**src/rtl/kart_controller_if.sv**
```systemverilog
// Kart controller bundle: frame control, buttons, trig/track ROM ports and committed kart state.
// master = frame/ROM environment, slave = kart_controller.
interface kart_controller_if;
    logic               frame_tick;
    logic               btn_left;
    logic               btn_right;
    logic               btn_accel;
    logic               btn_brake;
    logic        [8:0]  trig_cos_addr;
    logic        [8:0]  trig_sin_addr;
    logic signed [10:0] cos_in;
    logic signed [10:0] sin_in;
    logic        [7:0]  track_addr;
    logic        [3:0]  terrain_in;
    logic        [3:0]  obstacle_in;
    logic        [8:0]  direction;
    logic        [10:0] player_x;
    logic        [10:0] player_y;
    logic        [6:0]  speed_out;
    logic        [3:0]  lap_count;
    logic               spinning;
    logic               update_done;

    modport master (
        output frame_tick, btn_left, btn_right, btn_accel, btn_brake,
        output cos_in, sin_in, terrain_in, obstacle_in,
        input  trig_cos_addr, trig_sin_addr, track_addr,
        input  direction, player_x, player_y, speed_out, lap_count, spinning, update_done
    );

    modport slave (
        input  frame_tick, btn_left, btn_right, btn_accel, btn_brake,
        input  cos_in, sin_in, terrain_in, obstacle_in,
        output trig_cos_addr, trig_sin_addr, track_addr,
        output direction, player_x, player_y, speed_out, lap_count, spinning, update_done
    );
endinterface

```
**src/rtl/kart_controller.sv**
```systemverilog
// Kart state: per frame_tick turn, read trig ROMs, update speed/position, sample track ROMs, commit atomically.
// Latency 10 cycles tick-to-update_done; no backpressure, ticks arriving outside IDLE are dropped.
module kart_controller #(
    parameter logic [10:0] INIT_X      = 11'd1024,
    parameter logic [10:0] INIT_Y      = 11'd1024,
    parameter logic [8:0]  INIT_DIR    = 9'd90,
    parameter int          TURN_STEP   = 4,
    parameter logic [6:0]  MAX_SPEED   = 7'd64,
    parameter logic [6:0]  SAND_MAX    = 7'd16,
    parameter int          SPIN_FRAMES = 30,
    parameter int          SPIN_STEP   = 12
) (
    input  logic            clk_in,
    input  logic            rst_in_n,
    kart_controller_if.slave kif
);

    localparam logic [8:0]        TURN_S    = 9'(TURN_STEP % 360);
    localparam logic [8:0]        SPIN_S    = 9'(SPIN_STEP % 360);
    localparam int                SPIN_W    = $clog2(SPIN_FRAMES + 1);
    localparam logic [SPIN_W-1:0] SPIN_LOAD = SPIN_W'(SPIN_FRAMES);
    localparam logic [18:0]       POS_MAX   = {11'd2047, 8'd0};

    typedef enum logic [2:0] {IDLE, TURN, TRIG, SPEED, MOVE, TRACK, COMMIT} state_t;

    // Position is 11.8 fixed point; speed in 1/16 px per frame.
    typedef struct packed {
        logic [8:0]  dir;
        logic [18:0] x;
        logic [18:0] y;
        logic [6:0]  spd;
    } kart_t;

    localparam kart_t KART_INIT = '{dir: INIT_DIR, x: {INIT_X, 8'd0}, y: {INIT_Y, 8'd0}, spd: 7'd0};

    state_t             state;
    logic [1:0]         phase;
    kart_t              cur;
    kart_t              pend;
    logic signed [10:0] cos_r;
    logic signed [10:0] sin_r;
    logic [3:0]         terrain_r;
    logic               prev_on_finish;
    logic               oil_hit;
    logic [3:0]         lap_pend;
    logic [3:0]         lap_r;
    logic [SPIN_W-1:0]  spin_cnt;
    logic               spin_r;
    logic               done_r;
    logic [8:0]         cos_addr_r;
    logic [8:0]         sin_addr_r;
    logic [7:0]         track_addr_r;

    function automatic logic [8:0] dir_up(input logic [8:0] d, input logic [8:0] s);
        logic [9:0] t;
        t = {1'b0, d} + {1'b0, s};
        if (t >= 10'd360) t = t - 10'd360;
        return t[8:0];
    endfunction

    function automatic logic [8:0] dir_down(input logic [8:0] d, input logic [8:0] s);
        logic [9:0] t;
        if (d >= s) t = {1'b0, d - s};
        else        t = {1'b0, d} + 10'd360 - {1'b0, s};
        return t[8:0];
    endfunction

    // Bit 20 set means the sum went negative; bit 19 means it passed 2047.xx px.
    function automatic logic [18:0] clamp_pos(input logic [20:0] v);
        if (v[20])      return 19'd0;
        else if (v[19]) return POS_MAX;
        else            return v[18:0];
    endfunction

    logic [8:0] turn_dir;
    logic [8:0] sin_addr_c;

    always_comb begin
        turn_dir = cur.dir;
        if (spin_r)                              turn_dir = dir_up(cur.dir, SPIN_S);
        else if (kif.btn_left && !kif.btn_right) turn_dir = dir_up(cur.dir, TURN_S);
        else if (kif.btn_right && !kif.btn_left) turn_dir = dir_down(cur.dir, TURN_S);
        sin_addr_c = (turn_dir > 9'd90) ? turn_dir - 9'd90 : 9'd90 - turn_dir;
    end

    logic [7:0] spd_ext;
    logic [6:0] spd_cap;
    logic [6:0] spd_c;

    always_comb begin
        spd_ext = {1'b0, cur.spd};
        if (spin_r)             spd_ext = (spd_ext >= 8'd2) ? spd_ext - 8'd2 : 8'd0;
        else if (kif.btn_brake) spd_ext = (spd_ext >= 8'd4) ? spd_ext - 8'd4 : 8'd0;
        else if (kif.btn_accel) spd_ext = spd_ext + 8'd1;
        else                    spd_ext = (spd_ext != 8'd0) ? spd_ext - 8'd1 : 8'd0;
        spd_cap = (terrain_r == 4'd1) ? SAND_MAX : MAX_SPEED;
        spd_c   = (spd_ext > {1'b0, spd_cap}) ? spd_cap : spd_ext[6:0];
    end

    logic signed [18:0] spd_s;
    logic signed [18:0] cos_ext;
    logic signed [18:0] sin_ext;
    logic signed [18:0] prod_x;
    logic signed [18:0] prod_y;
    logic signed [18:0] dx;
    logic signed [18:0] dy;
    logic [20:0]        sum_x;
    logic [20:0]        sum_y;
    logic [18:0]        x_c;
    logic [18:0]        y_c;

    // speed * trig(x512) >>> 5 lands directly in 1/256 px.
    always_comb begin
        spd_s   = {12'd0, pend.spd};
        cos_ext = {{8{cos_r[10]}}, cos_r};
        sin_ext = {{8{sin_r[10]}}, sin_r};
        prod_x  = spd_s * cos_ext;
        prod_y  = spd_s * sin_ext;
        dx      = prod_x >>> 5;
        dy      = prod_y >>> 5;
        sum_x   = {2'b00, cur.x} + {{2{dx[18]}}, dx};
        sum_y   = {2'b00, cur.y} + {{2{dy[18]}}, dy};
        x_c     = clamp_pos(sum_x);
        y_c     = clamp_pos(sum_y);
    end

    logic [SPIN_W-1:0] spin_nxt;

    always_comb begin
        spin_nxt = '0;
        if (oil_hit)              spin_nxt = SPIN_LOAD;
        else if (spin_cnt != '0)  spin_nxt = spin_cnt - SPIN_W'(1);
    end

    always_ff @(posedge clk_in or negedge rst_in_n) begin
        if (!rst_in_n) begin
            state          <= IDLE;
            phase          <= 2'd0;
            cur            <= KART_INIT;
            pend           <= KART_INIT;
            cos_r          <= '0;
            sin_r          <= '0;
            terrain_r      <= 4'd0;
            prev_on_finish <= 1'b0;
            oil_hit        <= 1'b0;
            lap_pend       <= 4'd0;
            lap_r          <= 4'd0;
            spin_cnt       <= '0;
            spin_r         <= 1'b0;
            done_r         <= 1'b0;
            cos_addr_r     <= 9'd0;
            sin_addr_r     <= 9'd0;
            track_addr_r   <= 8'd0;
        end else begin
            done_r <= 1'b0;
            case (state)
                IDLE: begin
                    if (kif.frame_tick) state <= TURN;
                end
                TURN: begin
                    pend.dir   <= turn_dir;
                    cos_addr_r <= turn_dir;
                    sin_addr_r <= sin_addr_c;
                    phase      <= 2'd0;
                    state      <= TRIG;
                end
                TRIG: begin
                    if (phase == 2'd2) begin
                        cos_r <= kif.cos_in;
                        sin_r <= kif.sin_in;
                        state <= SPEED;
                    end else begin
                        phase <= phase + 2'd1;
                    end
                end
                SPEED: begin
                    pend.spd <= spd_c;
                    state    <= MOVE;
                end
                MOVE: begin
                    pend.x       <= x_c;
                    pend.y       <= y_c;
                    track_addr_r <= {y_c[18:15], x_c[18:15]};
                    phase        <= 2'd0;
                    state        <= TRACK;
                end
                TRACK: begin
                    if (phase == 2'd2) begin
                        terrain_r      <= kif.terrain_in;
                        prev_on_finish <= (kif.obstacle_in == 4'd5);
                        oil_hit        <= (kif.obstacle_in == 4'd6) && !spin_r;
                        // A lap counts only on the rising edge of being on the line while moving.
                        if (kif.obstacle_in == 4'd5 && !prev_on_finish &&
                            pend.spd != 7'd0 && lap_r != 4'hF)
                            lap_pend <= lap_r + 4'd1;
                        else
                            lap_pend <= lap_r;
                        state <= COMMIT;
                    end else begin
                        phase <= phase + 2'd1;
                    end
                end
                COMMIT: begin
                    cur      <= pend;
                    lap_r    <= lap_pend;
                    spin_cnt <= spin_nxt;
                    spin_r   <= (spin_nxt != '0);
                    oil_hit  <= 1'b0;
                    done_r   <= 1'b1;
                    state    <= IDLE;
                end
                default: state <= IDLE;
            endcase
        end
    end

    assign kif.direction     = cur.dir;
    assign kif.player_x      = cur.x[18:8];
    assign kif.player_y      = cur.y[18:8];
    assign kif.speed_out     = cur.spd;
    assign kif.lap_count     = lap_r;
    assign kif.spinning      = spin_r;
    assign kif.update_done   = done_r;
    assign kif.trig_cos_addr = cos_addr_r;
    assign kif.trig_sin_addr = sin_addr_r;
    assign kif.track_addr    = track_addr_r;

endmodule
```
**src/flat_wrapper.sv**
```systemverilog
// flat-port wrapper written by rule: the top's interface ports become plain ports
module kart_controller_flat 
#(
    parameter logic [10:0] INIT_X      = 11'd1024,
    parameter logic [10:0] INIT_Y      = 11'd1024,
    parameter logic [8:0]  INIT_DIR    = 9'd90,
    parameter int          TURN_STEP   = 4,
    parameter logic [6:0]  MAX_SPEED   = 7'd64,
    parameter logic [6:0]  SAND_MAX    = 7'd16,
    parameter int          SPIN_FRAMES = 30,
    parameter int          SPIN_STEP   = 12
)
  (clk_in, rst_in_n, kif_frame_tick, kif_btn_left, kif_btn_right, kif_btn_accel, kif_btn_brake, kif_cos_in, kif_sin_in, kif_terrain_in, kif_obstacle_in, kif_trig_cos_addr, kif_trig_sin_addr, kif_track_addr, kif_direction, kif_player_x, kif_player_y, kif_speed_out, kif_lap_count, kif_spinning, kif_update_done);
  kart_controller_if kif_i ();
  input  logic clk_in;
  input  logic rst_in_n;
  input wire logic [$bits(kif_i.frame_tick)-1:0] kif_frame_tick;
  input wire logic [$bits(kif_i.btn_left)-1:0] kif_btn_left;
  input wire logic [$bits(kif_i.btn_right)-1:0] kif_btn_right;
  input wire logic [$bits(kif_i.btn_accel)-1:0] kif_btn_accel;
  input wire logic [$bits(kif_i.btn_brake)-1:0] kif_btn_brake;
  input wire logic [$bits(kif_i.cos_in)-1:0] kif_cos_in;
  input wire logic [$bits(kif_i.sin_in)-1:0] kif_sin_in;
  input wire logic [$bits(kif_i.terrain_in)-1:0] kif_terrain_in;
  input wire logic [$bits(kif_i.obstacle_in)-1:0] kif_obstacle_in;
  output wire logic [$bits(kif_i.trig_cos_addr)-1:0] kif_trig_cos_addr;
  output wire logic [$bits(kif_i.trig_sin_addr)-1:0] kif_trig_sin_addr;
  output wire logic [$bits(kif_i.track_addr)-1:0] kif_track_addr;
  output wire logic [$bits(kif_i.direction)-1:0] kif_direction;
  output wire logic [$bits(kif_i.player_x)-1:0] kif_player_x;
  output wire logic [$bits(kif_i.player_y)-1:0] kif_player_y;
  output wire logic [$bits(kif_i.speed_out)-1:0] kif_speed_out;
  output wire logic [$bits(kif_i.lap_count)-1:0] kif_lap_count;
  output wire logic [$bits(kif_i.spinning)-1:0] kif_spinning;
  output wire logic [$bits(kif_i.update_done)-1:0] kif_update_done;
  assign kif_i.frame_tick = kif_frame_tick;
  assign kif_i.btn_left = kif_btn_left;
  assign kif_i.btn_right = kif_btn_right;
  assign kif_i.btn_accel = kif_btn_accel;
  assign kif_i.btn_brake = kif_btn_brake;
  assign kif_i.cos_in = kif_cos_in;
  assign kif_i.sin_in = kif_sin_in;
  assign kif_i.terrain_in = kif_terrain_in;
  assign kif_i.obstacle_in = kif_obstacle_in;
  assign kif_trig_cos_addr = kif_i.trig_cos_addr;
  assign kif_trig_sin_addr = kif_i.trig_sin_addr;
  assign kif_track_addr = kif_i.track_addr;
  assign kif_direction = kif_i.direction;
  assign kif_player_x = kif_i.player_x;
  assign kif_player_y = kif_i.player_y;
  assign kif_speed_out = kif_i.speed_out;
  assign kif_lap_count = kif_i.lap_count;
  assign kif_spinning = kif_i.spinning;
  assign kif_update_done = kif_i.update_done;
  kart_controller #(.INIT_X(INIT_X), .INIT_Y(INIT_Y), .INIT_DIR(INIT_DIR), .TURN_STEP(TURN_STEP), .MAX_SPEED(MAX_SPEED), .SAND_MAX(SAND_MAX), .SPIN_FRAMES(SPIN_FRAMES), .SPIN_STEP(SPIN_STEP)) u_core (.clk_in(clk_in), .rst_in_n(rst_in_n), .kif(kif_i));
endmodule
```
**config.mk**
```make
export PLATFORM = sky130hd
export DESIGN_NAME = kart_controller_flat
export DESIGN_NICKNAME = d
export VERILOG_FILES = /design/src/rtl/kart_controller_if.sv /design/src/rtl/kart_controller.sv /design/src/flat_wrapper.sv
export SDC_FILE = /design/constraint.sdc
export NUM_CORES = 1
export LEC_CHECK = 0
export CAP_MARGIN = 30
export CORE_MARGIN = 3
export CORE_UTILIZATION = 56
export CTS_CLUSTER_DIAMETER = 30
export CTS_CLUSTER_SIZE = 14
export DETAILED_ROUTE_END_ITERATION = 10
export GPL_ROUTABILITY_DRIVEN = 0
export PLACE_DENSITY = 0.79
export RECOVER_POWER = 50
export SLEW_MARGIN = 20
export SYNTH_ARGS = -nofsm -noshare
export SYNTH_HDL_FRONTEND = slang
export SYNTH_SLANG_ARGS = --single-unit
```
**constraint.sdc**
```tcl
create_clock -name clk_in -period 7.2 [get_ports clk_in]
set_input_delay 1.44 -clock clk_in [delete_from_list [all_inputs] [get_ports clk_in]]
set_output_delay 1.44 -clock clk_in [all_outputs]
set_load 0.02 [all_outputs]
```
==> impl_metrics.tcl <==
set metrics [dict create \
    status "finished with violations" \
    violations "max-capacitance violations, max-slew violations" \
    synth_top_family_by_area "adder cells" \
    maxCapViolCount 2 \
    die_y_um 180.3 \
    synthCells 1964 \
    cts_buffers 17 \
    critPathMaxStageDelay_ns 0.56 \
    synth_area_leaders "dfrtp_1 (23%), fa_1 (14%), ha_1 (10%), nand2_1 (7.0%), inv_1 (5.3%)" \
    ys_seq_elements 170 \
    ctsHoldBuffers 0 \
    rows 63 \
    slew_violations 135 \
    muxShareOfSynthArea_pct 2.413 \
    clk_latency_ns 0.46 \
    fin_crit_ns 7.094 \
    dp_cells 2416 \
    arrival_ns 7.44 \
    rsz0062_at_grt "yes" \
    async_flop_share_pct 100.0 \
    nFillCells 2351 \
    crit_fanout 4 \
    antennaDiodeCount 0 \
    yosys_warnings 0 \
    path_clk_slew_ns 0.08 \
    ant_nets 0 \
    totalWireLength_um 40730 \
    synth_xor_area_share_pct 4.678 \
    critPathKind "reg2reg" \
    cts_max_level 4 \
    fmaxAchievable_ghz 0.1410 \
    regArea_um2 4275 \
    grt.overflow.total 0 \
    grt_pass1_wl_um 66960 \
    gr-usage-all-layers_pct 24.53 \
    syn_to_final_growth_pct 14.93 \
    final_area_um2 19550 \
    clock-sinks 170 \
    hold_violations 0 \
    core_um2 29800 \
    firstDrtPassIters 6 \
    via_per_inst 5.678 \
    yosysUniqueCellTypes 100 \
    drt_first_iter_violations 1093 \
    finalSetupViolCount 0 \
    worst_pin_slew_ns 4.667 \
    synthesis.nets 2262 \
    grt_max_degree 87 \
    yosys.area_share.simple_pct 19.62 \
    ys.flop_type "dfrtp_1" \
    cp_slowest_cell "fa_1" \
    multi_input_area_um2 11460 \
    endpoint_kind "flop" \
    synth_compound_area_share_pct 13.77 \
    cp_common_cell "fa_1" \
    nets 2361 \
    final_cells 2466 \
    fin_worst_skew_ns 0.01810 \
    synth_top_area_share_pct 23.24 \
    synth_top_area_cell "dfrtp_1" \
    hold_path.class "reg2reg" \
    finalSetupTns_ns 0 \
    postPlaceCellArea_um2 18410 \
    netlist_area_um2 17010 \
    ctsRootBufferMaster "clkbuf_16" \
    synth_edf_count 0 \
    wl_per_cell_um 16.52 \
    cts_tree "done" \
    antenna_found_initial 1 \
    portBuffers 106 \
    die_w_um 180.3 \
    dieArea_um2 32500 \
    io_pins 107 \
    worstPathRequired_ns 7.54 \
    syn_area_per_cell_um2 8.661 \
    grt_pass1_vias 13919 \
    synthAdderAreaFrac_pct 24.58 \
    start_util_pct 57.09 \
    post-route-period-util_pct 98.53 \
    drc 0 \
    worstSetupStartpointType "flop" \
    clk_path_buf_depth 2 \
    max_slew_margin_pct -211.1 \
    ys_seq_area_share_pct 25.10 \
    hpwl_um 29850 \
    drive_gt1_share_pct 13.39 \
    vias 14002 \
]
==> sequential cells by signal, indices dropped and copies added (netlist names), 8 cells and up <==
| name | count |
|---|---|
| u_core.kif.player_y | 11 |
| u_core.kif.track_addr | 8 |
| u_core.kif.trig_sin_addr | 8 |
| u_core.sin_r | 11 |
| u_core.kif.player_x | 11 |
| u_core.pend | 48 |
| u_core.kif.direction | 9 |
| u_core.cur | 16 |
| u_core.cos_r | 11 |
==> stage by stage <==
stage | util, % | hold WS [ns] | setup slack, ns
after floorplan | - | 0.4386 | 0.03592
after global placement | 61.63 | 0.4455 | -0.2103
after detailed placement | 61.77 | 0.4510 | -0.3961
after CTS | 64.16 | 0.4636 | 0.002143
after global routing | 65.61 | 0.4802 | -0.1404
final | 65.61 | 0.4637 | 0.1055
==> cell type report <==
| class | instances | area share (%) |
|---|---|---|
| multi-input cells | 1430 | 58.62 |
| flip-flops and latches | 170 | 21.87 |
| repair buffers | 199 | 9.254 |
| inverters | 245 | 4.704 |
| well taps | 390 | 2.496 |
| clock buffers | 19 | 2.266 |
| clock inverters | 13 | 0.7936 |
==> repair_timing <==
| action | 4_1_cts | 5_1_grt |
|---|---|---|
| pin swaps | 8 | 65 |
| buffers inserted | 4 | 12 |
| gates cloned | 0 | 1 |
| gates resized for setup | 26 | 80 |
| setup endpoints to repair | 39 | 40 |
==> critical path: cells and delay by family, from the launching register on <==
family / cells / cell delay, ns
AOI/OAI and AO/OA: 10 / 2.06
adders and majority gates: 6 / 2.57
DFF: 1 / 0.43
muxes: 1 / 0.34
xor gates and xnor gates: 1 / 0.10
and+or+nand+nor: 6 / 1.03
buffers and inverters: 5 / 0.46
==> kinds of logic (layout without fill, tap and decap cells) <==
logic type	after synthesis	after routing
simple gates	697	697
mux	36	36
xor+xnor	90	91
buf+inv	365	476
flops	170	170
fa+ha+maj	261	261
compound gates	345	345
==> worst paths after layout <==
path                                              from                              endpoint  slack [ns]  cells after the start
max                         u_core.pend[2]$_DFFE_PN0P_           u_core.pend[30]$_DFFE_PN0P_        0.11                     29
min                        u_core.pend[49]$_DFFE_PN1P_           u_core.pend[49]$_DFFE_PN1P_        0.46                      2
max reg2reg                 u_core.pend[2]$_DFFE_PN0P_           u_core.pend[30]$_DFFE_PN0P_        0.11                     29
min reg2reg                u_core.pend[49]$_DFFE_PN1P_           u_core.pend[49]$_DFFE_PN1P_        0.46                      2
max in group asynchronous                     rst_in_n           u_core.pend[25]$_DFFE_PN1P_        1.57                      3
min in group asynchronous                     rst_in_n  u_core.kif.track_addr[3]$_DFFE_PN0P_        2.68                      1
==> routing by layer <==
metal	track usage, %	vias to the layer above	routed length, um
met5	0	-	8
met4	8.689	2	1360
met3	3.997	116	2117
met2	42.04	434	20060
met1	31.63	6815	17180
li1	-	6635	-
==> layout by cell type, fill, tap and decap left out, types with 8 or more instances in the layout <==
cell and instances:
or3_1 13, buf_4 79, nor2b_1 15, and2_1 105, nor2_1 98, o21ai_2 13
nand2b_1 13, inv_1 237, a21o_1 23, a211oi_1 8, clkbuf_16 17, a22o_1 8
ha_4 8, nand2_1 314, a21oi_1 53, mux2_2 27, a21oi_2 10, clkdlybuf4s50_1 103
o22ai_1 8, o31ai_1 10, xnor2_1 58, o21a_1 19, nor3_1 25, xor2_1 29
nor4_1 8, inv_2 8, nand4_1 11, dfrtp_1 153, a31oi_1 15, ha_1 130
o21ai_0 92, fa_1 118, and3_1 14, nand3_1 30, dfstp_2 12
==> cell usage after synthesis, types with 4 or more instances <==
cell type and n:
a211o_1 5, a21oi_1 63, nor2b_1 15, o22ai_1 8, mux2i_1 5, nand4_1 11, o211ai_1 6, clkbuf_1 55
nor3_1 26, dfrtp_1 158, nand2b_1 13, mux2_2 28, or3_1 16, inv_1 242, nand2_1 319, fa_1 122
o21a_1 19, and3_1 14, a221oi_1 4, o21ai_0 106, buf_4 53, and2_1 108, a22oi_1 5, dfstp_2 12
xnor2_1 59, a22o_1 8, o211a_1 4, xor2_1 30, o21bai_1 4, a21o_1 23, or2_2 5, nor2_1 102
ha_1 139, nand3_1 30, a221o_1 4, nor4_1 9, a31oi_1 15, o31ai_1 12, a211oi_1 9, buf_6 6
Power is not shown: default switching activity piles up to over one toggle a cycle in this logic, so the estimate is an artifact.
